### src/rtl/data_buffer.sv
// data_buffer -- shared byte FIFO between the AHB-lite register block and the
// USB RX/TX packet engines.
//
// Two producers share one write port (the USB RX engine wins over the host),
// and two consumers share one first-word-fall-through read port (a request
// from either consumer, or both together, pops exactly one entry). Occupancy
// is the difference of two pointers that are one bit wider than the entry
// address, so full and empty can be told apart without a separate flag.
//
// Ports
//   clk                   system clock, rising edge
//   n_rst                 asynchronous active-low reset
//   store_tx_data/tx_data host push request and byte
//   get_rx_data           host pop request
//   rx_data               head byte for the host (0 when empty)
//   store_rx_packet_data/rx_packet_data  USB RX engine push request and byte
//   get_tx_packet_data    USB TX engine pop request
//   tx_packet_data        head byte for the TX engine (0 when empty)
//   clear                 synchronous flush, overrides all pushes and pops
//   buffer_occupancy      number of bytes held, 0..DEPTH
module data_buffer #(
  parameter int DEPTH  = 64,
  parameter int ADDR_W = 6
) (
  input  logic              clk,
  input  logic              n_rst,
  input  logic              store_tx_data,
  input  logic [7:0]        tx_data,
  input  logic              get_rx_data,
  output logic [7:0]        rx_data,
  input  logic              store_rx_packet_data,
  input  logic [7:0]        rx_packet_data,
  input  logic              get_tx_packet_data,
  output logic [7:0]        tx_packet_data,
  input  logic              clear,
  output logic [ADDR_W:0]   buffer_occupancy
);

  localparam logic [ADDR_W:0] FULL_CNT = DEPTH[ADDR_W:0];

  logic [7:0]      mem_q [DEPTH];
  logic [ADDR_W:0] wptr_q, wptr_d;
  logic [ADDR_W:0] rptr_q, rptr_d;

  logic [ADDR_W:0] occ;
  logic            empty;
  logic            full;
  logic            push_ok;
  logic            pop_ok;
  logic [7:0]      push_byte;
  logic [7:0]      head;

  // Modulo-2^(ADDR_W+1) subtraction handles pointer wrap with no special case.
  assign occ   = wptr_q - rptr_q;
  assign empty = (occ == '0);
  assign full  = (occ == FULL_CNT);

  // Full/empty are judged on the pre-edge occupancy, so a push and a pop in
  // the same cycle are accepted independently against the current state.
  assign push_ok   = (store_rx_packet_data | store_tx_data) & ~full  & ~clear;
  assign pop_ok    = (get_rx_data | get_tx_packet_data)     & ~empty & ~clear;
  assign push_byte = store_rx_packet_data ? rx_packet_data : tx_data;

  // NOTE: every always_comb output gets a default first so no path leaves it
  // unassigned; otherwise synthesis infers a latch to hold the old value.
  always_comb begin
    wptr_d = wptr_q;
    rptr_d = rptr_q;
    if (clear) begin
      wptr_d = '0;
      rptr_d = '0;
    end else begin
      if (push_ok) wptr_d = wptr_q + 1'b1;
      if (pop_ok)  rptr_d = rptr_q + 1'b1;
    end
  end

  // NOTE: sequential state uses non-blocking assignments so every register
  // samples pre-edge values; blocking here would create order-dependent races.
  always_ff @(posedge clk or negedge n_rst) begin
    if (!n_rst) begin
      wptr_q <= '0;
      rptr_q <= '0;
    end else begin
      wptr_q <= wptr_d;
      rptr_q <= rptr_d;
    end
  end

  // NOTE: the storage array is reset to zero because reset must discard all
  // contents immediately; this forces flops rather than a RAM macro, which is
  // acceptable at this depth. clear, by contrast, only moves the pointers.
  always_ff @(posedge clk or negedge n_rst) begin
    if (!n_rst) begin
      for (int i = 0; i < DEPTH; i++) mem_q[i] <= '0;
    end else if (push_ok) begin
      mem_q[wptr_q[ADDR_W-1:0]] <= push_byte;
    end
  end

  // First-word fall-through: the head is visible before the pop strobe, and
  // forced to zero when empty so stale bytes never leak out.
  assign head             = empty ? 8'h00 : mem_q[rptr_q[ADDR_W-1:0]];
  assign rx_data          = head;
  assign tx_packet_data   = head;
  assign buffer_occupancy = occ;

endmodule

### config.mk
export PLATFORM = sky130hd
export DESIGN_NAME = data_buffer
export DESIGN_NICKNAME = d
export VERILOG_FILES = /design/src/rtl/data_buffer.sv
export SDC_FILE = /design/constraint.sdc
export NUM_CORES = 1
export LEC_CHECK = 0
export CAP_MARGIN = 20
export CORE_MARGIN = 3
export CORE_UTILIZATION = 45
export CTS_CLUSTER_SIZE = 14
export DETAILED_ROUTE_END_ITERATION = 16
export GPL_ROUTABILITY_DRIVEN = 0
export GPL_TIMING_DRIVEN = 0
export SLEW_MARGIN = 20
export SYNTH_ARGS = -nofsm -noshare
export SYNTH_HDL_FRONTEND = slang
export SYNTH_SLANG_ARGS = --single-unit
### constraint.sdc
create_clock -name clk -period 12.6 [get_ports clk]
set_input_delay 2.52 -clock clk [delete_from_list [all_inputs] [get_ports clk]]
set_output_delay 2.52 -clock clk [all_outputs]
set_load 0.03 [all_outputs]
==> flow_summary.json, run 1 <==
{
  "period_minus_slack_ps": 8839,
  "worst_pin_slew_ps": 1232,
  "synth.net_count": 1828,
  "ys_async_sr_fraction_pct": 100.0,
  "hold_viol": 0,
  "setup_viol": 0,
  "antenna_found_initial": 2,
  "post-place-ws_ps": 4619,
  "dp_hpwl_um": 58050,
  "final_area_sq_um": 28740,
  "final.period_utilization_pct": 70.15,
  "cts_resized": 0,
  "worstPathMaxFanout": 10,
  "yosys-top-cells-count": "dfrtp_1, mux2_2, a21oi_1, mux4_2, clkbuf_1",
  "cts_tree": "built",
  "syn_to_final_growth_pct": 13.86,
  "hold_ws_ps": 483.4,
  "grt_overflow_total": 0,
  "track_usage_pct": 28.75,
  "grt_pass1_vias": 17221,
  "cp_slowest_cell": "nor3_2",
  "synth_flop_cell": "dfrtp_1",
  "drt_wl_total_um": 84510,
  "post-route-util_pct": 51.96,
  "cts_root_buffer": "clkbuf_16",
  "netlist_area_sq_um": 25240,
  "cpPeakStageDelay_ps": 750,
  "diodes": 0,
  "max_cap_violations": 0,
  "drive_gt1_share_pct": 40.20,
  "die_x_um": 242.8,
  "endpoint_kind": "output pin",
  "hp-start": "mem_q[400]",
  "die_area_sq_um": 58970,
  "synth.distinct_cells": 73,
  "clock_latency_ps": 610,
  "rr_worst_depth": 13,
  "yosys_warnings": 0,
  "rows": 86,
  "cts_max_level": 2,
  "die_h_um": 242.8,
  "min_path_cells": 2,
  "ant_nets": 0,
  "syn_inst": 1796,
  "status": "complete, no violations",
  "relSlewSlack_pct": 17.84,
  "worst_ep_required_time_ps": 10080,
  "powerDensity_nw_per_um2": 180.5,
  "hold_buffers": 0,
  "cp-startpoint": "rptr_q[2]",
  "vdd_drop_max_uv": 196.2,
  "grt_max_degree": 100,
  "fin_nets": 1942,
  "leakage_nw": 13.25,
  "worst-setup-path-type": "register to output pin",
  "synth-seq-area-share_pct": 52.15,
  "synth.top_cell.area_share_pct": 52.15,
  "drt_iter0_drc": 1901,
  "clkTransAtPathRegs_ps": 60,
  "synth-seq-cells": 526,
  "synth_edf_count": 0,
  "synth.most_common_cell": "dfrtp_1",
  "rsz0062_at_grt": "no",
  "crit-reg2reg-launch": "rptr_q[2]",
  "initial_core_util_pct": 45.64,
  "clock_skew_ps": 14.78,
  "avgRoutedWirePerCell_um": 31.35,
  "cts.sinks": 526,
  "post_cts_buffers": 0,
  "drt_pre_antenna_iters": 5,
  "drc": 0,
  "worstSetupStartpointType": "register",
  "synth_area_leaders": "dfrtp_1, mux2_2, mux4_2",
  "syn_avg_cell_area_sq_um": 14.05,
  "io_pins": 46,
  "port-buffer-count": 44,
  "cts_buffer_depth": 3,
  "worst_slack_ps": 3761,
  "slew_viol_final": 0,
  "grt_pass1_wl_um": 122300,
  "place_area_sq_um": 26940,
  "numCtsBuffers": 56,
  "synth_top_area_cell": "dfrtp_1",
  "min-delay-path-class": "register to register",
  "fmax_ghz": 0.1131,
  "worstPathArrival_ps": 6320,
  "coreArea_sq_um": 55310,
  "crit_chain": "clkbuf_1 -> inv_2 -> buf_2 -> buf_2 -> ha_1 -> o21ai_0 -> a2111o_1 -> o311ai_1 -> or4_1 -> buf_4 -> nor3_2 -> nor3_1 -> buf_4 -> clkdlybuf4s50_1",
  "via_per_inst": 6.288,
  "vias": 16952
}
## power by group
group / internal [mW] / switching [mW] / total [mW]
clock network: 0.950 / 0.682 / 1.63
logic: 0.606 / 1.11 / 1.71
registers: 1.79 / 0.0538 / 1.84
## cells by family after synthesis
logic type	count (synthesis)	share of synthesized area, %
mux	638	32.81
flops	526	52.15
compound gates	229	5.487
simple gates	228	5.874
buf+inv	160	2.999
fa+ha+maj	9	0.4759
xor+xnor	6	0.2082
## worst max-delay path, delay by kind of cell, from the launching register on
| family | cells | cell delay [ps] |
|---|---|---|
| AO/OA/AOI/OAI | 3 | 610 |
| adder cells (fa/ha/maj) | 1 | 380 |
| buffers and inverters | 7 | 2700 |
| flip-flops | 1 | 370 |
| AND/OR/NAND/NOR | 3 | 1650 |
## flip-flops by register name, indices dropped and copies added, names as in the netlist
name    flops
wptr_q      7
rptr_q      7
mem_q     512
## layout by cell type, fill, tap and decap left out, types with 9 or more instances in the layout
cell             synthesis  final
dfrtp_1                526    526
mux2_2                 449    449
a21oi_1                105    105
mux4_2                 105    105
clkbuf_1                87     95
mux2i_1                 74     66
nand2_1                 62     62
clkbuf_16                0     57
o21ai_0                 49     49
clkdlybuf4s50_1          0     43
nor2_1                  42     41
buf_2                   31     34
nand3_2                 23     23
a221oi_1                17     17
clkbuf_8                 0     15
buf_4                   13     14
buf_6                    7     12
a22oi_1                 11     11
inv_1                   10     10
nand3_1                 10     10
clkinv_2                 0      9
## cell type report
type / count / area (sq um)
clock buffer: 83 / 1674
buffer: 147 / 716.9
multi-input combinational: 1110 / 11410
inverter: 13 / 48.80
sequential: 526 / 13160
fill: 4705 / 26570
timing repair buffer: 56 / 674.4
tap: 748 / 935.9
clock inverter: 13 / 120.1
## per-stage QoR
stage / std cells / TNS (ps) / power [mW]
2_1_floorplan: 1796 / 0 / 2.801
3_3_place_gp: 2588 / -7229890 / 3.512
3_5_place_dp: 2600 / 0 / 3.548
4_1_cts: 2696 / 0 / 5.181
5_1_grt: 2696 / 0 / 5.336
6_report: 2696 / 0 / 5.187
## worst paths after layout
| check | endpoint | slack, ps |
|---|---|---|
| max | tx_packet_data[2] | 3760 |
| min | mem_q[400] | 480 |
| max reg2reg | mem_q[199] | 6910 |
| min reg2reg | mem_q[400] | 480 |
| max in group asynchronous | mem_q[307] | 9190 |
| min in group asynchronous | mem_q[51] | 1860 |
## layer usage
layer | GRT usage, % | vias up | routed length [um]
met2 | 42.51 | 880 | 36450
met5 | 0 | - | 0
met4 | 12.67 | 0 | 4107
li1 | - | 6892 | -
met1 | 39.89 | 8969 | 35010
met3 | 7.866 | 211 | 8937
Note: power is estimated with default switching activity, not from simulation.
==> inputs of run 2 (changes only) <==
- clock period: 12.6 -> 8.4 ns (I/O delays scaled with it)
==> results of run 2 <==
Same layout as run 1 (identical final DEF). Status: complete, no violations.
Among the figures that moved: setup slack after placement 4619 ps -> 1259 ps; setup slack after layout 3761 ps -> 400.7 ps; register-to-register setup slack 6910 ps -> 2710 ps; total power 5.187 mW -> 7.780 mW; worst IR drop on VDD 196.2 uV -> 294.3 uV
==> inputs of run 3 (changes only) <==
- ABC_CLOCK_PERIOD_IN_PS: unset -> 8400
==> results of run 3 <==
Same layout as run 1 (identical final DEF). Status: complete, no violations.
Among the figures that moved: setup slack after placement 4619 ps -> 1259 ps; setup slack after layout 3761 ps -> 400.7 ps; register-to-register setup slack 6910 ps -> 2710 ps; total power 5.187 mW -> 7.780 mW; worst IR drop on VDD 196.2 uV -> 294.3 uV
